File: src/rtl/if_else_emitter.sv
// if_else_emitter: serializes one "if(x<op><val>)begin p<=<c1>;endelsebegin p<=<c2>;end"
// statement into a 7-bit ASCII character stream with a valid/ready handshake.
//
// Ports:
//   clk, rst (async, active-high)
//   start                       - capture operands and emit one statement (IDLE only)
//   cmp_op[1:0]                 - 00 "==", 01 ">", 10 "<", 11 "!="
//   val_c, const1, const2       - unsigned VAL_W-bit operands
//   char_ready                  - downstream accepts ascii_char
//   ascii_char[6:0], char_valid - character stream
//   busy                        - statement in progress (through the done cycle)
//   done                        - one-cycle pulse after the last character
//
// Build option: define IF_ELSE_EMITTER_SPACE_EN to emit a space after each "begin".
module if_else_emitter #(
    parameter int VAL_W  = 16,
    parameter int DIGITS = 5
) (
    input  logic             clk,
    input  logic             rst,
    input  logic             start,
    input  logic [1:0]       cmp_op,
    input  logic [VAL_W-1:0] val_c,
    input  logic [VAL_W-1:0] const1,
    input  logic [VAL_W-1:0] const2,
    input  logic             char_ready,
    output logic [6:0]       ascii_char,
    output logic             char_valid,
    output logic             busy,
    output logic             done
);
    localparam int BW   = 4 * DIGITS;
    localparam int CW   = $clog2(VAL_W + 1);
    localparam int MAXL = (DIGITS > 14) ? DIGITS : 14;
    localparam int IW   = $clog2(MAXL + 1);

`ifdef IF_ELSE_EMITTER_SPACE_EN
    localparam int SP = 1;
`else
    localparam int SP = 0;
`endif

    // Literal fragments, right-aligned. The "begin" fragments always
    // carry the trailing space; the field length decides if it is sent.
    localparam logic [111:0] S_IF   = {80'h0, "if(x"};
    localparam logic [111:0] S_BEG1 = {56'h0, ")begin "};
    localparam logic [111:0] S_BEG2 = ";endelsebegin ";
    localparam logic [111:0] S_P    = {88'h0, "p<="};
    localparam logic [111:0] S_END  = {80'h0, ";end"};

    typedef enum logic [1:0] {IDLE, CONV, EMIT, FIN} state_t;

    state_t                 state_q, state_d;
    logic [1:0]             op_q, op_d;
    logic [2:0][VAL_W-1:0]  bin_q, bin_d;
    logic [2:0][BW-1:0]     bcd_q, bcd_d;
    logic [CW-1:0]          cnt_q, cnt_d;
    logic [3:0]             fld_q, fld_d;
    logic [IW-1:0]          idx_q, idx_d;

    int          idx_i;
    int          flen;
    int          nd;
    int          vsel;
    logic [BW-1:0] vb;
    logic [3:0]  dg;
    logic [6:0]  ch;
    logic        last;

    function automatic logic [6:0] pick(logic [111:0] s, int len, int k);
        return s[8*(len-1-k) +: 7];
    endfunction

    // One shift-add-3 step: correct each digit, then shift in the next bit.
    function automatic logic [BW-1:0] dabble(logic [BW-1:0] b, logic in);
        logic [BW-1:0] t;
        t = b;
        for (int d = 0; d < DIGITS; d++) begin
            if (t[4*d +: 4] >= 4'd5)
                t[4*d +: 4] = t[4*d +: 4] + 4'd3;
        end
        return {t[BW-2:0], in};
    endfunction

    // Significant digit count; zero still yields one digit.
    function automatic int ndig(logic [BW-1:0] b);
        int n;
        n = 1;
        for (int d = 1; d < DIGITS; d++) begin
            if (b[4*d +: 4] != 4'd0)
                n = d + 1;
        end
        return n;
    endfunction

    assign idx_i = int'(idx_q);

    // Character ROM: field + intra-field index select the current char.
    always_comb begin
        flen = 1;
        ch   = 7'h00;
        vsel = 0;
        vb   = '0;
        nd   = 1;
        dg   = 4'd0;
        unique case (fld_q)
            4'd0: begin
                flen = 4;
                ch   = pick(S_IF, 4, idx_i);
            end
            4'd1: begin
                flen = (op_q == 2'b01 || op_q == 2'b10) ? 1 : 2;
                if (idx_q != '0) begin
                    ch = 7'h3d;
                end else begin
                    unique case (op_q)
                        2'b00: ch = 7'h3d;
                        2'b01: ch = 7'h3e;
                        2'b10: ch = 7'h3c;
                        2'b11: ch = 7'h21;
                        default: ch = 7'h3d;
                    endcase
                end
            end
            4'd2, 4'd5, 4'd8: begin
                vsel = (fld_q == 4'd2) ? 0 : (fld_q == 4'd5) ? 1 : 2;
                vb   = bcd_q[vsel];
                nd   = ndig(vb);
                flen = nd;
                dg   = vb[4*(nd-1-idx_i) +: 4];
                ch   = {3'b011, dg};
            end
            4'd3: begin
                flen = 6 + SP;
                ch   = pick(S_BEG1, 7, idx_i);
            end
            4'd4, 4'd7: begin
                flen = 3;
                ch   = pick(S_P, 3, idx_i);
            end
            4'd6: begin
                flen = 13 + SP;
                ch   = pick(S_BEG2, 14, idx_i);
            end
            4'd9: begin
                flen = 4;
                ch   = pick(S_END, 4, idx_i);
            end
            default: begin
                flen = 1;
                ch   = 7'h00;
            end
        endcase
    end

    assign last = (idx_i == flen - 1);

    always_comb begin
        state_d    = state_q;
        op_d       = op_q;
        bin_d      = bin_q;
        bcd_d      = bcd_q;
        cnt_d      = cnt_q;
        fld_d      = fld_q;
        idx_d      = idx_q;
        char_valid = 1'b0;
        ascii_char = 7'h00;
        done       = 1'b0;
        busy       = (state_q != IDLE);
        unique case (state_q)
            IDLE: begin
                if (start) begin
                    state_d = CONV;
                    op_d    = cmp_op;
                    bin_d   = {const2, const1, val_c};
                    bcd_d   = '0;
                    cnt_d   = '0;
                end
            end
            CONV: begin
                for (int k = 0; k < 3; k++) begin
                    bcd_d[k] = dabble(bcd_q[k], bin_q[k][VAL_W-1]);
                    bin_d[k] = bin_q[k] << 1;
                end
                cnt_d = cnt_q + CW'(1);
                if (cnt_q == CW'(VAL_W - 1)) begin
                    state_d = EMIT;
                    fld_d   = 4'd0;
                    idx_d   = '0;
                end
            end
            EMIT: begin
                char_valid = 1'b1;
                ascii_char = ch;
                if (char_ready) begin
                    if (last) begin
                        idx_d = '0;
                        if (fld_q == 4'd9)
                            state_d = FIN;
                        else
                            fld_d = fld_q + 4'd1;
                    end else begin
                        idx_d = idx_q + IW'(1);
                    end
                end
            end
            FIN: begin
                done    = 1'b1;
                state_d = IDLE;
            end
            default: state_d = IDLE;
        endcase
    end

    always_ff @(posedge clk or posedge rst) begin
        if (rst) begin
            state_q <= IDLE;
            op_q    <= 2'b00;
            bin_q   <= '0;
            bcd_q   <= '0;
            cnt_q   <= '0;
            fld_q   <= 4'd0;
            idx_q   <= '0;
        end else begin
            state_q <= state_d;
            op_q    <= op_d;
            bin_q   <= bin_d;
            bcd_q   <= bcd_d;
            cnt_q   <= cnt_d;
            fld_q   <= fld_d;
            idx_q   <= idx_d;
        end
    end
endmodule

File: config.mk
export PLATFORM = sky130hd
export DESIGN_NAME = if_else_emitter
export DESIGN_NICKNAME = d
export VERILOG_FILES = /design/src/rtl/if_else_emitter.sv
export SDC_FILE = /design/constraint.sdc
export NUM_CORES = 1
export LEC_CHECK = 0
export ABC_AREA = 0
export BUFFER_PORTS_ARGS = -buffer_cell sky130_fd_sc_hd__clkbuf_2
export CAP_MARGIN = 20
export CORE_ASPECT_RATIO = 0.6
export CORE_MARGIN = 1.5
export CORE_UTILIZATION = 50
export DETAILED_ROUTE_END_ITERATION = 8
export GPL_TIMING_DRIVEN = 0
export PLACE_DENSITY = 0.68
export REMOVE_ABC_BUFFERS = 1
export SLEW_MARGIN = 20
export SYNTH_ARGS = -nofsm -noshare
export SYNTH_HDL_FRONTEND = slang
export SYNTH_SLANG_ARGS = --single-unit
File: constraint.sdc
create_clock -name clk -period 4.9 [get_ports clk]
set_input_delay 0 -clock clk [delete_from_list [all_inputs] [get_ports clk]]
set_output_delay 0 -clock clk [all_outputs]
set_load 0.01 [all_outputs]
==> results.ini, run 1 <==
[outcome]
status=complete, no violations

[critical_path]
cp_data_required_time_ns=4.90
rr_worst_depth=18
crit_path_start_kind=flop
startpoint=fld_q[1]
rr_startpoint=fld_q[1]
end_kind=primary output
worstPathArrival_ns=4.78
r2r_setup_slack_ns=0.52
r2r_end=fld_q[3]
path_class=flop to primary output
crit_fanout=5

[place]
gp_congestion=0.912
dp.cells=1211
dp_hpwl_um=15000
placed_area_um2=9180
port_buffers=63

[grt]
grt_max_degree=96
antenna_found_initial=0
track_usage=0.268
grt_pass1_wl_um=37700
overflow=0
grt_pass1_vias=7141

[timing]
hold_viol_final=0
fin_skew_ns=0.00831
fin_crit_sh=0.975
maxSlewViolCount=0
tightestPinTransition_ns=0.825
setup_violations=0
fmax_ghz=0.209
rsz0062_at_grt=true
slew_headroom=0.450
period_minus_slack_ns=4.78

[synth]
syn-cell-area_um2=8600
syn-instance-count=967
synth_seq_area_share=0.364
synth_top_area_cell=dfrtp_1
ys_warn_count=0
synth_flop_cell=dfrtp_1
ys_ff_latch=125
avgSynthCellArea_um2=8.90
synth-edff-count=0
synthDistinctLibCells=76
async_reset_ff_frac=1.00
synth.area.top_cells=dfrtp_1, ha_1, mux2i_1
yosysTopAreaCellShare=0.364

[drt]
drt_iter0_markers=712
drc=0
drt-vias-per-instance=5.83
firstDrtPassIters=7
dr_total_vias=7635
finalWirelength_um=23000
drtAntennaViolNets=0
wl_per_cell_um=17.5

[final_layout]
final_util=0.634
drive_above_1_share=0.150
instances_no_fill=1309
diodes=0
final_area_um2=10500
syn_to_final_growth_pct=21.9
nNetsFinal=1181

[clock_tree]
cts_num_sinks=125
clk_pin_slew_ns=0.06
clockBufferDepth=2
clock_latency_ns=0.42
cts_tree=done
cts_buffers=17
htreeDepth=4
clockRootBuffer=clkbuf_16

[floorplan]
start_util=0.520
die_width_um=172
die_h_um=105
fp.dieArea_um2=18000
boundaryPins=64
coreArea_um2=16500
std_cell_rows=36

[flow_run]
maxCapViolCount=0

[pwr]
p_leak_nw=4.47
p_per_area_nw_per_um2=700
peakVddDrop_v=0.000470

[worst_hold_path]
holdCritPathClass=input port to flop
min-delay-start=start
worstHoldEndpoint=bin_q[0]
hold_depth=3

-- cell usage after synthesis, types with 4 or more instances --
cell type and number:
a21oi_1 72, a22o_1 4, a31oi_1 7, a32o_1 16, and3_1 4, buf_1 11
buf_4 5, buf_6 4, clkbuf_1 31, dfrtp_1 125, ha_1 58, inv_1 51
mux2_2 7, mux2i_1 57, mux4_2 4, nand2_1 111, nand2b_1 24, nand3_1 15
nand3b_1 6, nor2_1 52, nor2b_1 4, nor3_1 8, nor3b_1 10, nor4_1 8
o211ai_1 5, o21ai_0 104, o21ai_1 4, o22ai_1 27, o31ai_1 21, o32ai_1 5
or4_1 6, xnor2_1 26, xor2_1 7
-- kinds of logic (layout without fill, tap and decap cells) --
logic type	after synthesis	count (layout)	share of synthesized area
other	1	1	0.000436
AND/OR/NAND/NOR	261	262	0.146
AO/OA/AOI/OAI	310	310	0.228
multiplexers	68	68	0.0860
adder cells (fa/ha/maj)	59	59	0.0867
buffers and inverters	110	223	0.0554
flip-flops	125	125	0.364
XOR/XNOR	33	33	0.0336
-- worst max-delay path by stage --
stage,cells after the start,endpoint,slack [ns]
final,17,ascii_char[2],0.12
after global routing,18,ascii_char[0],-0.02
after CTS,18,ascii_char[2],0.005
after detailed placement,17,ascii_char[2],-1.23
after global placement,4,bin_q[23],-3.11
after floorplan,4,bin_q[10],-0.62
-- state kept, by name (all words and copies together) (netlist names) --
name / count
bcd_q: 60
bin_q: 48
cnt_q: 5
fld_q: 4
idx_q: 4
op_q: 2
state_q: 2
-- cell usage in the layout, fill, tap and decap left out, drive strengths merged, types with 5 or more instances in the layout --
master / synthesis / final
nor4: 8 / 8
nor3: 9 / 9
dlygate4sd3: 0 / 52
o32ai: 5 / 5
nand3: 15 / 15
nand3b: 6 / 7
a32o: 16 / 16
nand2: 111 / 111
or4: 6 / 6
nor2: 52 / 52
clkinv: 3 / 8
and3: 5 / 5
a21oi: 72 / 72
mux2i: 57 / 57
ha: 58 / 58
nor3b: 10 / 10
xor2: 7 / 7
o21ai: 109 / 109
a31oi: 7 / 7
o211ai: 5 / 5
inv: 52 / 58
clkbuf: 32 / 82
nand2b: 24 / 24
o22ai: 27 / 27
dfrtp: 125 / 125
xnor2: 26 / 26
buf: 22 / 21
mux2: 7 / 7
o31ai: 21 / 21
-- per-layer routing --
layer  vias to the layer above  share of wire  global-route usage
met5                         -              0                   0
met4                         0         0.0087              0.0646
met3                        19          0.067              0.0636
met2                       220           0.42               0.368
met1                      3670           0.50               0.416
li1                       3726              -                   -
-- layout make-up --
cell class,instances,area [um^2]
repair buffers,136,1150
flip-flops and latches,125,3140
clock buffers,19,453
multi-input cells,733,5110
fillers,1360,6050
well taps,228,285
clock inverters,13,131
inverters,55,214
-- critical path, stage by stage, from the launching register on --
cell and delay [ns]:
dfrtp_2 0.45, inv_2 0.10, ha_4 0.18, nand2_2 0.09, o32a_1 0.43, a221o_1 0.41, a2111oi_4 0.22, nand2b_1 0.15
ha_1 0.16, inv_1 0.06, fa_2 0.62, mux4_2 0.56, nand2_1 0.08, o21ai_1 0.10, a22oi_1 0.21, nor2_1 0.07
o311a_1 0.31, clkbuf_2 0.14
-- where the power goes --
part           switching, W  leakage [nW]  internal [W]  total [W]
Clock              0.000532         0.289      0.000738    0.00127
Sequential         0.000395          1.65       0.00139    0.00179
Combinational       0.00246          2.53       0.00182    0.00428
-- metrics by stage --
stage          hold WS [ns]  setup WS (ns)  total power, W  TNS (ns)
4_1_cts              0.0107        0.00490         0.00722         0
6_report             0.0104          0.124         0.00734         0
3_5_place_dp        -0.0218          -1.23         0.00561    -10.49
5_1_grt              0.0518        -0.0199         0.00786   -0.0199
2_1_floorplan         0.133         -0.621         0.00450    -34.77
3_3_place_gp          0.222          -3.11         0.00526   -260.09
-- repair_timing --
item                                    CTS  global route
setup buffers                            11             2
pin swaps                                 5             5
gates cloned                              1             0
hold buffers                             52             0
endpoints found under the hold margin   177             0
gates resized for setup                  14            10
endpoints found under the setup margin   14             4
(Power assumes the default switching activity.)
==> inputs of run 2 (changes only) <==
--- a/config.mk
+++ b/config.mk
@@ -8,7 +8,6 @@
 export ABC_AREA = 0
 export BUFFER_PORTS_ARGS = -buffer_cell sky130_fd_sc_hd__clkbuf_2
 export CAP_MARGIN = 20
-export CORE_ASPECT_RATIO = 0.6
 export CORE_MARGIN = 1.5
 export CORE_UTILIZATION = 50
 export DETAILED_ROUTE_END_ITERATION = 8
==> results.ini, run 2 (synthesis gave the netlist of run 1 again) <==
[outcome]
status=complete, no violations

[place]
dp.cells=1203  ; -0.66%
dp_slack_ns=-1.09  ; +0.144 ns
dp_hpwl_um=13800  ; -7.9%
gp_congestion=0.867  ; -4.9%
port_buffers=63  ; unchanged

[final_layout]
instances_no_fill=1306  ; -0.23%
diodes=0  ; unchanged
n_fill_cell=1398  ; +2.8%
mostFrequentLayoutCell=dfrtp_1
regMostFlops=bcd_q
drive_above_1_share=0.154  ; +0.00391
seq_area_um2=3140  ; unchanged
layout_common_cells=dfrtp_1, nand2_1, o21ai_0
top_regs=bcd_q: 60 flops, bin_q: 48 flops, cnt_q: 5 flops
largest_reg_flops=60  ; unchanged
multi_input_area_um2=5140  ; +0.49%
nNetsFinal=1186  ; +0.42%
final_util=0.633  ; -0.00174
syn_to_final_growth_pct=22.8

[floorplan]
fp.dieArea_um2=18000  ; -0.14%
coreArea_um2=16700  ; +1.0%
start_util=0.515  ; -0.00530
boundaryPins=64  ; unchanged
std_cell_rows=47  ; +31%
die_h_um=134  ; +28%
die_width_um=134  ; -22%

[timing]
timing.hold.ws_ns=0.0106  ; +0.000200 ns
tightestPinTransition_ns=0.835  ; +0.0103 ns
setup_slack_ns=0.192  ; +0.0685 ns
maxSlewViolCount=0  ; unchanged
fin_skew_ns=0.00792  ; -0.000388 ns
fmax_ghz=0.212  ; +1.5%
setup_violations=0  ; unchanged
setup_tns_ns=0  ; unchanged
period_minus_slack_ns=4.71  ; -0.0685 ns
fin_crit_sh=0.961  ; -0.0140
slew_headroom=0.443  ; -0.00688
rsz0062_at_grt=false
hold_viol_final=0  ; unchanged

[drt]
top_layer=met4
wl_met2_um=10600  ; +8.8%
firstDrtPassIters=6  ; -1
drt_iter0_markers=509  ; -29%
dr_total_vias=7679  ; +0.58%
drt-met1-wl_um=10100  ; -12%
finalWirelength_um=22100  ; -3.6%
drc=0  ; unchanged
wl_per_cell_um=17.0  ; -3.4%
drtAntennaViolNets=0  ; unchanged
drt-vias-per-instance=5.88  ; +0.81%
route.met3.wl_um=1020  ; -34%

[critical_path]
cp_data_required_time_ns=4.90  ; about the same
path_class=flop to primary output
worstPathArrival_ns=4.71  ; -0.07 ns
crit_fanout=19  ; +14
crit_path_start_kind=flop
rr_worst_depth=18  ; unchanged
end_kind=primary output

[grt]
grt_pass1_wl_um=37000  ; -2.0%
grt_pass1_vias=7535  ; +5.5%
grt_max_degree=73  ; -24%
antenna_found_initial=0  ; unchanged
overflow=0  ; unchanged
track_usage=0.255  ; -0.0129

[worst_hold_path]
hold_depth=3  ; unchanged
holdCritPathClass=input port to flop

[clock_tree]
cts_tree=done
clk_pin_slew_ns=0.06  ; about the same
clockBufferDepth=2  ; unchanged
cts_buffers=17  ; unchanged
cts_num_sinks=125  ; unchanged
clockRootBuffer=clkbuf_16
clock_latency_ns=0.43  ; about the same
htreeDepth=4  ; unchanged

[pwr]
p_int_w=0.00408  ; +3.3%
p_leak_nw=4.51  ; +0.93%
clkPwrFrac=0.189  ; +0.016
seq_power_share=0.243  ; about the same
p_per_area_nw_per_um2=692  ; -1.1%
peakVddDrop_v=0.000356  ; -24%
combinationalPowerShare=0.568  ; -0.015
swShare=0.442  ; -0.0200
p_switching_w=0.00323  ; -4.7%

[flow_run]
maxCapViolCount=0  ; unchanged

run 2: cell count changes in the layout (fill, tap and decap cells not counted), moves of 2 or more:
cell,delta
buf_4,+5
clkbuf_8,+2
inv_8,-2
inv_6,-4
bufinv_16,+3
run 2: metal layers:
metal / track usage / vias to the layer above
met1: 0.350 / 3695
met2: 0.407 / 210
met4: 0.0902 / 0
li1: - / 3736
met3: 0.0446 / 38
met5: 0 / -
run 2: final cells by class:
cell class / count / area share
clock buffers: 22 / 0.0458
clock inverters: 10 / 0.0152
inverters: 55 / 0.0203
multi-input cells: 734 / 0.487
flip-flops and latches: 125 / 0.297
well taps: 220 / 0.0261
repair buffers: 140 / 0.109
run 2: path summary, 6_finish.rpt:
check                                      to  startpoint  slack [ns]
worst max-delay path            ascii_char[2]    fld_q[3]        0.19
worst min-delay path                 bin_q[0]       start        0.01
worst max register to register       fld_q[3]    fld_q[1]        0.57
worst min register to register      bcd_q[20]   bin_q[31]        0.48
max in group asynchronous           bcd_q[55]         rst        4.04
min in group asynchronous            bin_q[2]         rst        0.15
run 2: power groups by stage:
stage | logic, W | clock network [W] | registers, W
floorplan | 0.00283 | 0 | 0.00167
global placement | 0.00344 | 0 | 0.00175
detailed placement | 0.00376 | 0 | 0.00178
CTS | 0.00401 | 0.00139 | 0.00178
global route | 0.00460 | 0.00144 | 0.00183
finish | 0.00416 | 0.00138 | 0.00178
run 2: through the flow:
| stage | area, um^2 | power, W |
|---|---|---|
| detailed placement | 9160 | 0.00554 |
| CTS | 10500 | 0.00719 |
| global route | 10600 | 0.00786 |
| global placement | 8920 | 0.00519 |
| floorplan | 8330 | 0.00450 |
| finish | 10600 | 0.00731 |
run 2: worst max-delay path: stages (launching register included):
cell,delay (ns)
dfrtp_4,0.59
nand3b_1,0.24
buf_4,0.20
mux2i_2,0.25
mux2i_2,0.18
a2111oi_4,0.39
nand2b_1,0.15
ha_1,0.17
inv_1,0.06
fa_2,0.60
mux4_2,0.54
nand2_1,0.09
o21ai_0,0.09
a22oi_1,0.20
nor2_1,0.08
o311a_1,0.31
clkbuf_2,0.14
run 2: timing repair:
item | 4_1_cts | 5_1_grt
pin swaps | 4 | 5
gates resized for setup | 16 | 9
endpoints found under the setup margin | 14 | 4
endpoints found under the hold margin | 104 | 0
setup buffers | 9 | 8
gates cloned | 2 | 0
hold buffers | 52 | 0
==> inputs of run 3 (changes only) <==
--- a/config.mk
+++ b/config.mk
@@ -7,12 +7,11 @@
 export LEC_CHECK = 0
 export ABC_AREA = 0
 export BUFFER_PORTS_ARGS = -buffer_cell sky130_fd_sc_hd__clkbuf_2
-export CAP_MARGIN = 20
+export CAP_MARGIN = 10
 export CORE_MARGIN = 1.5
-export CORE_UTILIZATION = 50
+export CORE_UTILIZATION = 40
 export DETAILED_ROUTE_END_ITERATION = 8
 export GPL_TIMING_DRIVEN = 0
-export PLACE_DENSITY = 0.68
 export REMOVE_ABC_BUFFERS = 1
 export SLEW_MARGIN = 20
 export SYNTH_ARGS = -nofsm -noshare
==> results.ini, run 3 (synthesis gave the netlist of run 1 again) <==
[critical_path]
crit_fanout=6  ; -13
slowest_stage=fa_2
path_class=flop to primary output
worstPathArrival_ns=4.76  ; +0.05 ns
critPathTopFamily=compound AO/OA/AOI/OAI gates
crit_top_cell=ha_4
end_kind=primary output
cp_data_required_time_ns=4.90  ; about the same
path_cells=inv_2, ha_4, buf_4, nand3b_1, buf_6, mux2_2, mux2i_1, a2111oi_4, nand2b_4, ha_4, inv_1, fa_2, mux4_2, nand2_1, o21ai_2, a22oi_2, nor2_1, o311a_1, buf_2
r2r_setup_slack_ns=0.56  ; about the same
crit_path_start_kind=flop
path_buf_inv=5  ; +2
cp_slowest_stage_delay_ns=0.59  ; about the same

[drt]
firstDrtPassIters=5  ; -1
wl_per_cell_um=16.3  ; -3.7%
dr_total_vias=7597  ; -1.1%
drt-vias-per-instance=5.55  ; -5.6%
drc=0  ; unchanged
drtAntennaViolNets=0  ; unchanged
finalWirelength_um=22300  ; +0.87%
drt_iter0_markers=392  ; -23%

[final_layout]
final_util=0.508  ; -0.125
top_regs=bcd_q: 60 flops, bin_q: 48 flops, cnt_q: 5 flops
drive_above_1_share=0.162  ; +0.00816
regMostFlops=bcd_q
diodes=0  ; unchanged
mostFrequentLayoutCell=dfrtp_1
largest_reg_flops=60  ; unchanged
syn_to_final_growth_pct=24.5
layout_common_cells=dfrtp_1, nand2_1, o21ai_0
nNetsFinal=1193  ; +0.59%
instances_no_fill=1368  ; +4.7%

[grt]
grt_use_met3=0.0372  ; -0.00740
grt_pass1_vias=7380  ; -2.1%
grt.met2_usage=0.318  ; -0.0888
overflow=0  ; unchanged
grt_pass1_wl_um=37400  ; +1.1%
track_usage=0.207  ; -0.0481
antenna_found_initial=0  ; unchanged
grt_max_degree=81  ; +11%
use_met1=0.298  ; -0.0520
busiest_layer=met2

[floorplan]
die_h_um=150  ; +12%
start_util=0.408  ; -0.107
die_width_um=150  ; +12%
boundaryPins=64  ; unchanged
coreArea_um2=21100  ; +26%
fp.dieArea_um2=22400  ; +24%
std_cell_rows=53  ; +13%

[pwr]
p_total_w=0.00744  ; +1.7%
p_leak_nw=4.55  ; +0.97%
p_per_area_nw_per_um2=694  ; +0.30%
peakVddDrop_v=0.000318  ; -11%

[clock_tree]
cts_num_sinks=125  ; unchanged
clock_latency_ns=0.42  ; about the same
clockBufferDepth=2  ; unchanged
cts_buffers=17  ; unchanged
htreeDepth=4  ; unchanged
clockRootBuffer=clkbuf_16
cts_tree=done
clk_pin_slew_ns=0.06  ; about the same

[place]
dp.cells=1260  ; +4.7%
dp_slack_ns=-1.07  ; +0.0238 ns
dp_hpwl_um=14500  ; +4.5%
gp_congestion=0.835  ; -3.7%
port_buffers=63  ; unchanged

[timing]
hold_viol_final=0  ; unchanged
fin_skew_ns=0.00957  ; +0.00165 ns
fmax_ghz=0.210  ; -1.2%
period_minus_slack_ns=4.76  ; +0.0555 ns
setup_slack_ns=0.137  ; -0.0555 ns
setup_tns_ns=0  ; unchanged
maxSlewViolCount=0  ; unchanged
tightestPinTransition_ns=0.878  ; +0.0428 ns
fin_crit_sh=0.972  ; +0.0113
setup_violations=0  ; unchanged
slew_headroom=0.415  ; -0.0286

[worst_hold_path]
holdCritPathClass=input port to flop

[flow_run]
maxCapViolCount=0  ; unchanged

[outcome]
status=complete, no violations

## run 3: changes by cell type in the layout (fill, tap and decap cells not counted), moves of 2 or more
| cell | previous run | this run |
|---|---|---|
| bufinv_16 | 4 | 2 |
| mux2i_2 | 2 | 0 |
| buf_4 | 15 | 18 |
| buf_6 | 1 | 4 |
| mux2i_4 | 1 | 3 |
## run 3: report_power, final
| part | total, W | switching (W) | internal (W) |
|---|---|---|---|
| clock | 0.00129 | 0.000473 | 0.000816 |
| combinational | 0.00438 | 0.00246 | 0.00191 |
| sequential | 0.00177 | 0.000380 | 0.00139 |
| total | 0.00744 | 0.00331 | 0.00412 |
## run 3: worst min-delay path: cells and delay by family
kind          cells  cell delay (ns)
mux               1             0.15
buf+inv           1             0.14
simple gates      1             0.12
## run 3: area by class of cell
class,count,area [um^2]
Tap cell,275,344
Fill cell,1971,10400
Multi-Input combinational cell,734,5190
Inverter,55,214
Clock buffer,23,498
Clock inverter,9,109
Sequential cell,125,3140
Timing Repair Buffer,147,1220
## run 3: final timing paths
| kind | cells after the start | endpoint | start |
|---|---|---|---|
| worst max register to register | 19 | fld_q[3] | fld_q[1] |
| min in group asynchronous | 3 | bin_q[6] | rst |
| max in group asynchronous | 4 | fld_q[3] | rst |
| worst min register to register | 2 | bin_q[15] | bin_q[15] |
| worst min-delay path | 3 | op_q[0] | start |
| worst max-delay path | 19 | ascii_char[2] | fld_q[1] |
## run 3: through the flow
| stage | hold slack, ns | cell area [um^2] |
|---|---|---|
| 4_1_cts | 0.0166 | 10500 |
| 5_1_grt | 0.0421 | 10700 |
| 6_report | 0.0285 | 10700 |
| 2_1_floorplan | 0.133 | 8330 |
| 3_5_place_dp | 0.0282 | 9250 |
| 3_3_place_gp | 0.219 | 8990 |
## run 3: layer usage
layer  up-vias  part of all wire
met2       146              0.46
li1       3745                 -
met4         0             0.013
met3        27             0.034
met5         -                 0
met1      3679              0.49
## run 3: timing repair
item,4_1_cts,5_1_grt
gates cloned,2,0
setup endpoints to repair,14,4
pin swaps,4,10
endpoints found under the hold margin,97,0
gates resized for setup,16,20
setup buffers,8,13
hold buffers,53,0
